===== src/rtl/uart_code_loader.sv =====
// uart_code_loader: framed boot loader sitting between the UART receiver and
// the code RAM write port. A frame is SYNC_BYTE, LEN_LO, LEN_HI, LEN payload
// bytes and an XOR checksum. Payload bytes are streamed into the RAM as they
// arrive. core_ready_o is raised only after a whole frame has verified.
//
// Handshake: rx_valid_i is a single-cycle strobe and rx_data_i is sampled in
// that cycle. There is no backpressure, so a byte is consumed on every cycle
// that rx_valid_i is high, including back-to-back cycles.
//
// Optional feature: define BOOT_TIMEOUT_EN to abort a stalled frame once no
// byte has arrived for TIMEOUT_CYCLES clock cycles while busy.
//
// ADDR_WIDTH is expected to be 16 or less, because LEN is a 16-bit field.
module uart_code_loader #(
    parameter int          ADDR_WIDTH     = 8,
    parameter logic [7:0]  SYNC_BYTE      = 8'hA5,
    parameter int          TIMEOUT_CYCLES = 1_000_000
) (
    input  logic                  clk_i,
    input  logic                  rst_ni,
    input  logic [7:0]            rx_data_i,
    input  logic                  rx_valid_i,
    output logic [ADDR_WIDTH-1:0] mem_addr_o,
    output logic [7:0]            mem_data_o,
    output logic                  mem_we_o,
    output logic                  core_ready_o,
    output logic                  load_error_o,
    output logic                  busy_o,
    output logic [2:0]            state_o
);

    typedef enum logic [2:0] {
        S_IDLE    = 3'd0,
        S_LEN_LO  = 3'd1,
        S_LEN_HI  = 3'd2,
        S_PAYLOAD = 3'd3,
        S_CHECK   = 3'd4,
        S_DONE    = 3'd5,
        S_ERROR   = 3'd6
    } state_e;

    // One extra index bit so that a full 2**ADDR_WIDTH byte image can terminate.
    localparam int          IW      = ADDR_WIDTH + 1;
    localparam logic [16:0] MAX_LEN = 17'(1) << ADDR_WIDTH;

    state_e                state_q;
    logic [15:0]           len_q;
    logic [IW-1:0]         idx_q;
    logic [7:0]            chk_q;
    logic [ADDR_WIDTH-1:0] mem_addr_q;
    logic [7:0]            mem_data_q;
    logic                  mem_we_q;
    logic                  core_ready_q;
    logic                  load_error_q;
    logic                  busy_q;

    logic [15:0]           len_d;
    logic                  len_bad_d;
    logic [IW-1:0]         idx_d;
    logic                  last_d;
    logic                  tmo_hit_d;

    assign len_d     = {rx_data_i, len_q[7:0]};
    assign len_bad_d = (len_d == 16'd0) || ({1'b0, len_d} > MAX_LEN);
    assign idx_d     = idx_q + 1'b1;
    assign last_d    = (17'(idx_d) == {1'b0, len_q});

`ifdef BOOT_TIMEOUT_EN
    logic [31:0] tmo_cnt_q;

    assign tmo_hit_d = busy_q && !rx_valid_i && (tmo_cnt_q == 32'(TIMEOUT_CYCLES - 1));

    // Inter-byte watchdog: restarts on every byte, idles at zero outside a frame.
    always_ff @(posedge clk_i or negedge rst_ni) begin
        if (!rst_ni) begin
            tmo_cnt_q <= '0;
        end else if (rx_valid_i || !busy_q || tmo_hit_d) begin
            tmo_cnt_q <= '0;
        end else begin
            tmo_cnt_q <= tmo_cnt_q + 32'd1;
        end
    end
`else
    assign tmo_hit_d = 1'b0;
`endif

    // Frame parser FSM with all outputs registered alongside the state.
    always_ff @(posedge clk_i or negedge rst_ni) begin
        if (!rst_ni) begin
            state_q      <= S_IDLE;
            len_q        <= '0;
            idx_q        <= '0;
            chk_q        <= '0;
            mem_addr_q   <= '0;
            mem_data_q   <= '0;
            mem_we_q     <= 1'b0;
            core_ready_q <= 1'b0;
            load_error_q <= 1'b0;
            busy_q       <= 1'b0;
        end else begin
            mem_we_q <= 1'b0;
            if (tmo_hit_d) begin
                state_q      <= S_ERROR;
                load_error_q <= 1'b1;
                core_ready_q <= 1'b0;
                busy_q       <= 1'b0;
            end else if (rx_valid_i) begin
                case (state_q)
                    S_IDLE, S_DONE, S_ERROR: begin
                        if (rx_data_i == SYNC_BYTE) begin
                            state_q      <= S_LEN_LO;
                            busy_q       <= 1'b1;
                            core_ready_q <= 1'b0;
                            load_error_q <= 1'b0;
                        end
                    end
                    S_LEN_LO: begin
                        len_q[7:0] <= rx_data_i;
                        state_q    <= S_LEN_HI;
                    end
                    S_LEN_HI: begin
                        len_q <= len_d;
                        if (len_bad_d) begin
                            state_q      <= S_ERROR;
                            load_error_q <= 1'b1;
                            busy_q       <= 1'b0;
                        end else begin
                            idx_q   <= '0;
                            chk_q   <= '0;
                            state_q <= S_PAYLOAD;
                        end
                    end
                    S_PAYLOAD: begin
                        mem_we_q   <= 1'b1;
                        mem_addr_q <= idx_q[ADDR_WIDTH-1:0];
                        mem_data_q <= rx_data_i;
                        idx_q      <= idx_d;
                        chk_q      <= chk_q ^ rx_data_i;
                        if (last_d) begin
                            state_q <= S_CHECK;
                        end
                    end
                    S_CHECK: begin
                        busy_q <= 1'b0;
                        if (rx_data_i == chk_q) begin
                            state_q      <= S_DONE;
                            core_ready_q <= 1'b1;
                        end else begin
                            state_q      <= S_ERROR;
                            load_error_q <= 1'b1;
                        end
                    end
                    default: begin
                        state_q <= S_IDLE;
                        busy_q  <= 1'b0;
                    end
                endcase
            end
        end
    end

    assign mem_addr_o   = mem_addr_q;
    assign mem_data_o   = mem_data_q;
    assign mem_we_o     = mem_we_q;
    assign core_ready_o = core_ready_q;
    assign load_error_o = load_error_q;
    assign busy_o       = busy_q;
    assign state_o      = state_q;

endmodule


===== config.mk =====
export PLATFORM = sky130hd
export DESIGN_NAME = uart_code_loader
export DESIGN_NICKNAME = d
export VERILOG_FILES = /design/src/rtl/uart_code_loader.sv
export SDC_FILE = /design/constraint.sdc
export NUM_CORES = 1
export LEC_CHECK = 0
export ABC_AREA = 1
export BUFFER_PORTS_ARGS = -buffer_cell sky130_fd_sc_hd__clkbuf_2
export CORE_UTILIZATION = 35
export CTS_CLUSTER_SIZE = 28
export DETAILED_ROUTE_END_ITERATION = 12
export GPL_TIMING_DRIVEN = 0
export MAX_ROUTING_LAYER = met4
export PLACE_DENSITY = 0.49
export SLEW_MARGIN = 40
export SYNTH_ARGS = -nofsm -noshare
export SYNTH_HDL_FRONTEND = slang
export SYNTH_SLANG_ARGS = --single-unit

===== constraint.sdc =====
create_clock -name clk_i -period 4.1 [get_ports clk_i]
set_clock_uncertainty 0.15 [all_clocks]
set_input_delay 0.82 -clock clk_i [delete_from_list [all_inputs] [get_ports clk_i]]
set_output_delay 0.82 -clock clk_i [all_outputs]
set_load 0.05 [all_outputs]

==> results.tsv <==
metric	value	unit
outcome	complete, no violations	
cts.sinks	56	
count_of_warnings_emitted_by_yosys	0	
grt_max_degree	31	
via_count_of_the_first_global_routing_pass	2368	
overflow	0	
floorplan.io_pins	34	
worstPathMaxFanout	7	
wl_per_cell	13.68	um
syn_area_per_cell	7.816	um^2
final-setup-viol-count	0	
timing.fmax	0.4769	GHz
worst_hold_check_path_type	in -> async	
postRouteAntennaNets	0	
grt_usage	0.1837	
number_of_hold_slack_violations_in_the_final_timing_report	0	
post-synth-top-area-fraction	0.4967	
port_buffers	33	
critical_path.max_stage_delay	490	ps
post_synthesis_async_set_or_reset_flop_share	1.000	
place_hpwl	5.126	mm
yosys.cell_count.top_type	nand2_1	
finalWirelength	6.909	mm
ys_ff_latch	56	
final_min_period_over_clock_period	0.5114	
holdBufCountCts	0	
tightestPinTransition	559.9	ps
fillerInstances	840	
tritoncts.num_buffers	5	
p_leak	1.618	nW
finalNonFillerCells	505	
number_of_h_tree_levels	2	
synth_enable_flop_cells	0	
cts.path.max_buffers	2	
rows	32	
number_of_nets_in_the_final_layout	414	
worst-path-buf-inv	1	
finalCriticalPeriod	2097	ps
fin_tns_setup	0	ps
max_cap_violations	0	
fp.dieW	91.79	um
netSwitchingFraction	0.4754	
power.net_switching	1.152	mW
path_cells	clkbuf_2	
die-height	91.79	um
slew_margin_rel	0.6267	
crit_arrival	1130	ps
cts_tree	built	
report.final.slew_viol_count	0	
netlist-cell-type-count	25	
clkTransAtPathRegs	110	ps
drive_gt1_frac	0.1762	
vias	2403	
post-cts-setup-buffers	0	
criticalPathCategory	reg -> out	
internal_power	1.272	mW
clock_power_share	0.158	
critical_path.slowest_cell	dfrtp_1	
syn2layout_area_growth	15.12	%
clockRootBuffer	clkbuf_8	
comb_power_share	0.458	
worstSetupEndpointType	output port	
synth_area_leader_cell	dfrtp_1	
drt-initial-drc-count	114	
number_of_antenna_violations_at_the_first_check_in_global_routing	0	
worstSetupStartpointType	flop	
die_ar	8424	um^2
gp_congestion	0.8030	
max_ir_drop_vdd	0.0002665	V
drt-pass1-iter-count	4	
timing.critical_path.required	3130	ps
syn_nets	373	
synth.yosys.seq_area_share	0.4967	
start_util	0.3632	
core-area	7767	um^2
power_per_cell_area	746.3	nW/um^2
drcViolationCount	0	
synth_common_cells	nand2_1, dfrtp_1, inv_1, nand3_1, o21ai_0	
kind_of_cell_with_the_highest_combined_delay_on_the_critical_path	flip-flops	
cell_types_with_the_largest_area_share_after_synthesis	dfrtp_1, nand2_1, nand3_1	
pwr-share-seq	0.384	
drt-vias-per-instance	4.758	
synth_area	2821	um^2
place_inst	497	
worst_skew_pair.late_latency	320	ps
postCtsResizedCells	0	
synthesis.instances	361	
top_flip_flop_cell_by_instance_count_after_synthesis	dfrtp_1	
grt_pass1_wl	11.74	mm
grt_setup_unrepaired	false	
n_antenna_cell	0	
==> cell families after synthesis <==
family | share of synthesized area
and+or+nand+nor | 0.3131
buffers and inverters | 0.06652
AOI/OAI and AO/OA | 0.09135
DFF | 0.4967
adders and majority gates | 0.004434
xor gates and xnor gates | 0.02794
==> power groups by stage <==
| stage | clock, mW | combinational [mW] | sequential [mW] |
|---|---|---|---|
| finish | 0.382 | 1.11 | 0.931 |
| detailed placement | 0 | 1.12 | 0.945 |
| floorplan | 0 | 0.543 | 1.24 |
| global route | 0.410 | 1.25 | 0.959 |
| CTS | 0.391 | 1.12 | 0.934 |
| global placement | 0 | 1.11 | 0.938 |
==> worst reg2reg max path, cell delays in order, from the launching register on <==
cell	delay, ps
dfrtp_1	470
ha_1	250
nand2_2	130
nor2_4	180
inv_2	50
nand2_2	70
nor2_1	40
nor2_1	90
nand3_1	140
o21bai_4	200
nand2_2	80
nand2_1	60
nand2_1	50
==> worst paths after layout <==
check / startpoint / end / slack (ps) / cells after the start
min in group clk_i: mem_addr_o[1] / mem_addr_o[1] / 330 / 2
max in group asynchronous: rst_ni / chk_q[7] / 2990 / 2
max reg2reg: idx_q[0] / state_o[1] / 2050 / 12
max: state_o[2] / state_o[2] / 2000 / 1
min reg2reg: mem_addr_o[1] / mem_addr_o[1] / 330 / 2
min: rst_ni / mem_addr_o[5] / 310 / 1
==> flip-flops by register name (all words and copies together) (netlist names) <==
register      count
busy_o            1
mem_we_o          1
chk_q             8
core_ready_o      1
len_q            16
mem_addr_o        8
mem_data_o        8
load_error_o      1
idx_q             9
state_o           3
==> cells in the final DEF, fill, tap and decap left out, drive strengths merged <==
cell type and instances:
clkinvlp 1, dfrtp 56, o21bai 1, inv 41, nand3b 1, clkbuf 41, xor2 3, o21ai 44
nand4 3, clkinv 1, nor3 4, buf 5, nor2 26, ha 1, nand2 129, bufinv 1
xnor2 6, o21a 2, nand3 37
==> routing by layer <==
metal / GRT usage / vias up / part of all wire
met5: - / - / 0
met4: 0.05208 / 0 / 0.010
met3: 0.02570 / 9 / 0.030
met2: 0.2926 / 46 / 0.47
met1: 0.2459 / 1118 / 0.49
li1: - / 1230 / -
==> area by class of cell <==
class / instances / area [um^2] / share of cell area
Clock inverter: 3 / 42.54 / 0.01310
Buffer: 7 / 33.78 / 0.01040
Multi-Input combinational cell: 257 / 1232 / 0.3794
Tap cell: 102 / 127.6 / 0.03929
Timing Repair Buffer: 34 / 187.7 / 0.05778
Inverter: 41 / 153.9 / 0.04738
Sequential cell: 56 / 1401 / 0.4314
Clock buffer: 5 / 68.82 / 0.02119
==> through the flow <==
step | instance area, um^2 | hold slack [ps] | utilization | power (mW) | setup WS [ps]
6_report | 3248 | 314.5 | 0.4182 | 2.424 | 2003
5_1_grt | 3248 | 333.5 | 0.4182 | 2.618 | 1817
4_1_cts | 3248 | 319.8 | 0.4182 | 2.448 | 1992
3_5_place_dp | 3137 | 311.6 | 0.4038 | 2.062 | 1697
3_3_place_gp | 3114 | 303.7 | 0.4009 | 2.046 | 1709
2_1_floorplan | 2821 | 311.0 | - | 1.781 | 2124
Note: power is estimated with default switching activity, not from simulation.
